===== src/rtl/avalon_st_buffer.sv =====
// Avalon-ST circular buffer with registered head beat, flush,
// fill level reporting and a sticky packet-framing checker.
module avalon_st_buffer #(
  parameter int DATA_WIDTH      = 8,
  parameter int CHANNEL_WIDTH   = 1,
  parameter int CAPACITY        = 2,
  parameter int ALMOST_FULL_LVL = CAPACITY - 1
) (
  input  logic                             clk,
  input  logic                             rst,
  input  logic                             in_valid,
  output logic                             in_ready,
  input  logic [DATA_WIDTH-1:0]            in_data,
  input  logic [CHANNEL_WIDTH-1:0]         in_channel,
  input  logic                             in_sop,
  input  logic                             in_eop,
  output logic                             out_valid,
  input  logic                             out_ready,
  output logic [DATA_WIDTH-1:0]            out_data,
  output logic [CHANNEL_WIDTH-1:0]         out_channel,
  output logic                             out_sop,
  output logic                             out_eop,
  input  logic                             flush,
  output logic [$clog2(CAPACITY+1)-1:0]    fill_level,
  output logic                             almost_full,
  output logic                             pkt_err
);

  localparam int LW  = $clog2(CAPACITY + 1);
  localparam int PW  = (CAPACITY > 1) ? $clog2(CAPACITY) : 1;
  localparam int AFL = (ALMOST_FULL_LVL < 1) ? 1 : ALMOST_FULL_LVL;
  localparam int BW  = DATA_WIDTH + CHANNEL_WIDTH + 2;

  localparam logic [LW-1:0] CAP_L = LW'(CAPACITY);
  localparam logic [LW-1:0] AF_L  = LW'(AFL);
  localparam logic [LW-1:0] ONE_L = LW'(1);
  localparam logic [PW-1:0] LAST  = PW'(CAPACITY - 1);

  typedef enum logic {IDLE, IN_PKT} pkt_state_t;

  logic [BW-1:0]            mem [CAPACITY];
  logic [BW-1:0]            in_beat;
  logic [BW-1:0]            head;
  logic [PW-1:0]            wr_ptr, rd_ptr;
  logic [PW-1:0]            wr_nxt, rd_nxt;
  logic [LW-1:0]            level, level_nxt;
  logic                     rdy_q;
  logic                     err_q;
  logic                     push, pop;
  logic [CHANNEL_WIDTH-1:0] pkt_ch;
  pkt_state_t               st;

  assign in_beat = {in_data, in_channel, in_sop, in_eop};
  assign push    = in_valid && rdy_q;
  assign pop     = (level != '0) && out_ready;
  assign wr_nxt  = (wr_ptr == LAST) ? '0 : wr_ptr + 1'b1;
  assign rd_nxt  = (rd_ptr == LAST) ? '0 : rd_ptr + 1'b1;

  always_comb begin
    level_nxt = level;
    if (push && !pop)
      level_nxt = level + 1'b1;
    else if (!push && pop)
      level_nxt = level - 1'b1;
  end

  always_ff @(posedge clk) begin
    if (push && !flush)
      mem[wr_ptr] <= in_beat;
  end

  // head mirrors mem[rd_ptr] so out_* come straight from a register
  always_ff @(posedge clk or posedge rst) begin
    if (rst) begin
      wr_ptr <= '0;
      rd_ptr <= '0;
      level  <= '0;
      rdy_q  <= 1'b0;
      head   <= '0;
      st     <= IDLE;
      pkt_ch <= '0;
      err_q  <= 1'b0;
    end else if (flush) begin
      wr_ptr <= '0;
      rd_ptr <= '0;
      level  <= '0;
      rdy_q  <= 1'b1;
      st     <= IDLE;
      err_q  <= 1'b0;
    end else begin
      level <= level_nxt;
      rdy_q <= level_nxt < CAP_L;
      if (push)
        wr_ptr <= wr_nxt;
      if (pop)
        rd_ptr <= rd_nxt;
      if (push && (level == '0 || (pop && level == ONE_L)))
        head <= in_beat;
      else if (pop && level > ONE_L)
        head <= mem[rd_nxt];
      if (push) begin
        unique case (1'b1)
          (st == IN_PKT) && !in_sop: begin
            if (in_channel != pkt_ch)
              err_q <= 1'b1;
            if (in_eop)
              st <= IDLE;
          end
          default: begin
            if (st == IN_PKT || !in_sop)
              err_q <= 1'b1;
            if (in_sop && !in_eop) begin
              st     <= IN_PKT;
              pkt_ch <= in_channel;
            end else begin
              st <= IDLE;
            end
          end
        endcase
      end
    end
  end

  assign in_ready    = rdy_q;
  assign out_valid   = (level != '0);
  assign fill_level  = level;
  assign almost_full = (level >= AF_L);
  assign pkt_err     = err_q;
  assign {out_data, out_channel, out_sop, out_eop} = head;

endmodule


===== config.mk =====
export PLATFORM = sky130hd
export DESIGN_NAME = avalon_st_buffer
export DESIGN_NICKNAME = d
export VERILOG_FILES = /design/src/rtl/avalon_st_buffer.sv
export SDC_FILE = /design/constraint.sdc
export NUM_CORES = 1
export LEC_CHECK = 0
export ABC_AREA = 1
export CORE_ASPECT_RATIO = 1.1
export CORE_MARGIN = 4
export CORE_UTILIZATION = 40
export CTS_CLUSTER_SIZE = 28
export DETAILED_ROUTE_END_ITERATION = 10
export PLACE_DENSITY_LB_ADDON = 0.25
export SLEW_MARGIN = 20
export SYNTH_ARGS = -nofsm -noshare
export SYNTH_HDL_FRONTEND = slang
export SYNTH_SLANG_ARGS = --single-unit

===== constraint.sdc =====
create_clock -name clk -period 1.6 [get_ports clk]
set_input_delay 0.4 -clock clk [delete_from_list [all_inputs] [get_ports clk]]
set_output_delay 0.4 -clock clk [all_outputs]
set_load 0.02 [all_outputs]

==> reports/summary.md, run 1 <==
The cell area that synthesis handed to floorplanning was 1870 µm². Subtracting the final worst setup slack from the clock period gives 1.52 ns. The worst setup path is captured at an output port.

The area growth from synthesis to layout is 32.8%. The die is 73.2 µm wide. After detailed routing, the total wire length is 3.95 mm.

After clock tree synthesis, the clock-pin slew on the worst setup and hold paths is 0.07 ns. The via count of the first global-routing pass was 1490. Maximum buffer depth of the clock tree: 2.

The count of buffers added on input and output ports is 32. For the pin with the worst max-slew slack, the measured transition is 0.382 ns. The number of pins exceeding their max-slew limit in the final report was 0; the worst hold slack was 0.432 ns. Using the TritonRoute via totals, the vias-per-cell ratio works out to 4.74. During synthesis, Yosys emitted a total of 0 warnings. Measured in cells, the most critical reg-to-reg path has a length of 11.

For this run, the post-layout net count is 283. The final clock period utilization by the worst path is 0.952. The tools report the count of boundary I/O pins as 33. For this run, design rule violations remaining after detail routing come to 0. After detailed routing, the average wire length per cell comes to 12.4 µm.

The flow ran to the end, and the final reports show no timing, DRC or antenna violations. The tools report the total global routing overflow as 0. Including well taps, the total number of placed cells is 312. The worst reg-to-reg setup slack was 0.13 ns.

The logs give 0 for the number of buffers added for setup after CTS and 320 for the final cell count without fillers. The worst-path maximum fanout was 4. The initial core utilization came out at 0.424.

Setup repair after global routing left no endpoint under its margin. STA puts the critical path data required time at 1.20 ns. The gate count after technology mapping is 213.

The number of nets handed over by synthesis was 231. Start-to-end type of the worst setup path: reg2out. After the first detailed-routing iteration, the DRC count stood at 96.

The static leakage is 1.25 nW, and the clock latency of the later-clocked register in the worst-skew pair is 0.29 ns. The tree built by TritonCTS fans out to 41 sinks. Launching instance or port of the critical path: fill_level[0]. The number of different library cells used by synthesis comes to 18. Total clock buffers created by CTS: 5. Across all layers, the routed design uses 1517 vias. Power comes to 0.00361 W. The detail route stage leaves a number of antenna-violating nets equal to 0.

The tools report the pin count of the biggest net entering global routing as 20. The sequential share of the synthesized area was 0.608; the initial antenna violation count was 0. The run gives 5830 µm² as the overall die area. A synthesized cell averages 8.78 µm². The critical path data arrival time came out at 1.12 ns. For the max-capacitance violation count, the log shows 0. Fraction of final layout cells sized beyond drive strength 1: 0.158.

Row generation in the floorplan step produced 25 rows. The total setup violations reported at the end of the flow came out at 0. The routability congestion estimate from global placement is 0.856, and the final cell utilization of the core is 0.563.

The count of TritonRoute iterations in the first routing pass was 4. For this design the ratio of total power to cell area is 1450 nW/µm². Across the routed clock network, the largest skew measured is 0.00289 ns. Counting flops and latches in the post-synthesis netlist gives 41.

Worst reg2reg path startpoint: fill_level[1]. Detailed placement ended at an HPWL of 2.82 mm. Static timing analysis puts the maximum clock frequency at 656 MHz.

The total area inside the core boundary comes to 4410 µm². Master cell of the clock root buffer: sky130_fd_sc_hd__clkbuf_8. TritonCTS built the clock tree.

Headroom to the max-slew limit: 0.745. The overall fraction of global-route tracks in use was 0.150; the wire length of the first global-routing pass was 6.58 mm. The tools report the endpoint of the lowest-slack register-to-register path as head[0]. The tools report the worst voltage drop across the vdd grid as 666 µV. In this run the number of H-tree levels came out at 2. The number of hold violations in the final report came out at 0. The antenna diode count came out at 0.

Class of the tightest hold or removal check: in2async. Category of the worst setup path launch point: a flop. Height of the chip: 79.7 µm.
-- layer usage --
layer,GRT usage,share of wire,vias up
met5,0,0,-
met4,0.0590,0.020,0
li1,-,-,772
met2,0.264,0.50,41
met1,0.168,0.41,694
met3,0.0428,0.063,10
-- worst max-delay path by stage --
stage          cells past startpoint             to  slack (ns)
2_1_floorplan                     10        head[0]        0.08
3_3_place_gp                       8        head[2]       -0.12
3_5_place_dp                       8        head[2]       -0.14
4_1_cts                            4      out_valid        0.05
5_1_grt                           11        head[2]       0.002
6_report                           2  fill_level[0]        0.08
-- cells in the mapped netlist --
| cell | number | share of area |
|---|---|---|
| sky130_fd_sc_hd__nand2_1 | 110 | 0.22 |
| sky130_fd_sc_hd__edfxtp_1 | 22 | 0.35 |
| sky130_fd_sc_hd__dfrtp_1 | 19 | 0.25 |
| sky130_fd_sc_hd__nand3_1 | 15 | 0.040 |
| sky130_fd_sc_hd__inv_1 | 13 | 0.026 |
| sky130_fd_sc_hd__nor2_1 | 7 | 0.014 |
| sky130_fd_sc_hd__buf_2 | 4 | 0.011 |
| sky130_fd_sc_hd__inv_2 | 4 | 0.0080 |
| sky130_fd_sc_hd__o21ai_0 | 4 | 0.011 |
| sky130_fd_sc_hd__buf_4 | 3 | 0.012 |
| sky130_fd_sc_hd__nand2_2 | 3 | 0.010 |
| sky130_fd_sc_hd__a21oi_1 | 2 | 0.0054 |
| sky130_fd_sc_hd__ha_1 | 2 | 0.013 |
| sky130_fd_sc_hd__a21oi_2 | 1 | 0.0047 |
| sky130_fd_sc_hd__buf_6 | 1 | 0.0060 |
| sky130_fd_sc_hd__nand3b_1 | 1 | 0.0040 |
| sky130_fd_sc_hd__nor2_2 | 1 | 0.0033 |
| sky130_fd_sc_hd__nor3_1 | 1 | 0.0027 |
-- worst max-delay path, stage by stage, from the launching register on --
cell and delay (ns):
sky130_fd_sc_hd__dfrtp_1 0.38, sky130_fd_sc_hd__buf_4 0.15, sky130_fd_sc_hd__dlygate4sd2_1 0.31
-- timing repair --
item / in CTS / in global routing
gates resized for setup: 24 / 5
setup endpoints to repair: 18 / 13
hold buffers: 0 / 0
-- stage by stage --
| step | area, µm² | setup TNS [ns] | setup WS, ns |
|---|---|---|---|
| CTS | 2460 | 0 | 0.0512 |
| global placement | 2380 | -3.60 | -0.122 |
| global route | 2480 | 0 | 0.00219 |
| finish | 2480 | 0 | 0.0765 |
| floorplan | 1870 | 0 | 0.0827 |
| detailed placement | 2380 | -4.23 | -0.142 |
-- flip-flops by register name (all words and copies together), names as in the netlist --
register / cells
in_ready: 1
pkt_err: 1
mem: 22
st: 1
fill_level: 2
head: 11
rd_ptr: 1
wr_ptr: 1
pkt_ch: 1
-- power by group --
group | leakage (nW) | switching [W] | total [W] | internal [W]
registers | 0.441 | 0.0000926 | 0.00142 | 0.00133
logic | 0.756 | 0.000837 | 0.00139 | 0.000555
clock network | 0.0528 | 0.000336 | 0.000796 | 0.000460
total | 1.25 | 0.00127 | 0.00361 | 0.00234
-- area by class of cell --
cell class | count | area [µm²]
fill | 379 | 1930
sequential | 41 | 1140
multi-input combinational | 147 | 643
timing repair buffer | 53 | 465
clock buffer | 6 | 72.6
tap | 54 | 67.6
inverter | 17 | 63.8
clock inverter | 2 | 33.8
-- kinds of logic (layout without fill, tap and decap cells) --
kind of cell,Yosys count,in the layout,share of synthesized area
flip-flops,41,41,0.608
buffers and inverters,25,78,0.0629
adder cells (fa/ha/maj),2,2,0.0134
AO/OA/AOI/OAI,7,7,0.0208
AND/OR/NAND/NOR,138,138,0.295
-- placed cells by master (no fill, tap or decap), drive strengths merged --
| cell | instances |
|---|---|
| nor2 | 8 |
| nor3 | 1 |
| buf | 23 |
| a21oi | 3 |
| clkinv | 1 |
| nand3 | 15 |
| ha | 2 |
| clkbuf | 6 |
| bufinv | 1 |
| edfxtp | 22 |
| inv | 17 |
| dfrtp | 19 |
| nand2 | 113 |
| o21ai | 4 |
| clkdlybuf4s50 | 15 |
| dlygate4sd2 | 15 |
| nand3b | 1 |
Power figures use the tool's default switching activity.
==> run 2: changes to the inputs <==
- CTS_CLUSTER_SIZE: 28 -> 12
==> results of run 2 <==
Same layout as run 1: the final DEF is identical, and so are final timing and power.
==> run 3: changes to the inputs <==
- CAP_MARGIN: not set -> 20
==> results of run 3 <==
Same layout as run 1: the final DEF is identical, and so are final timing and power.
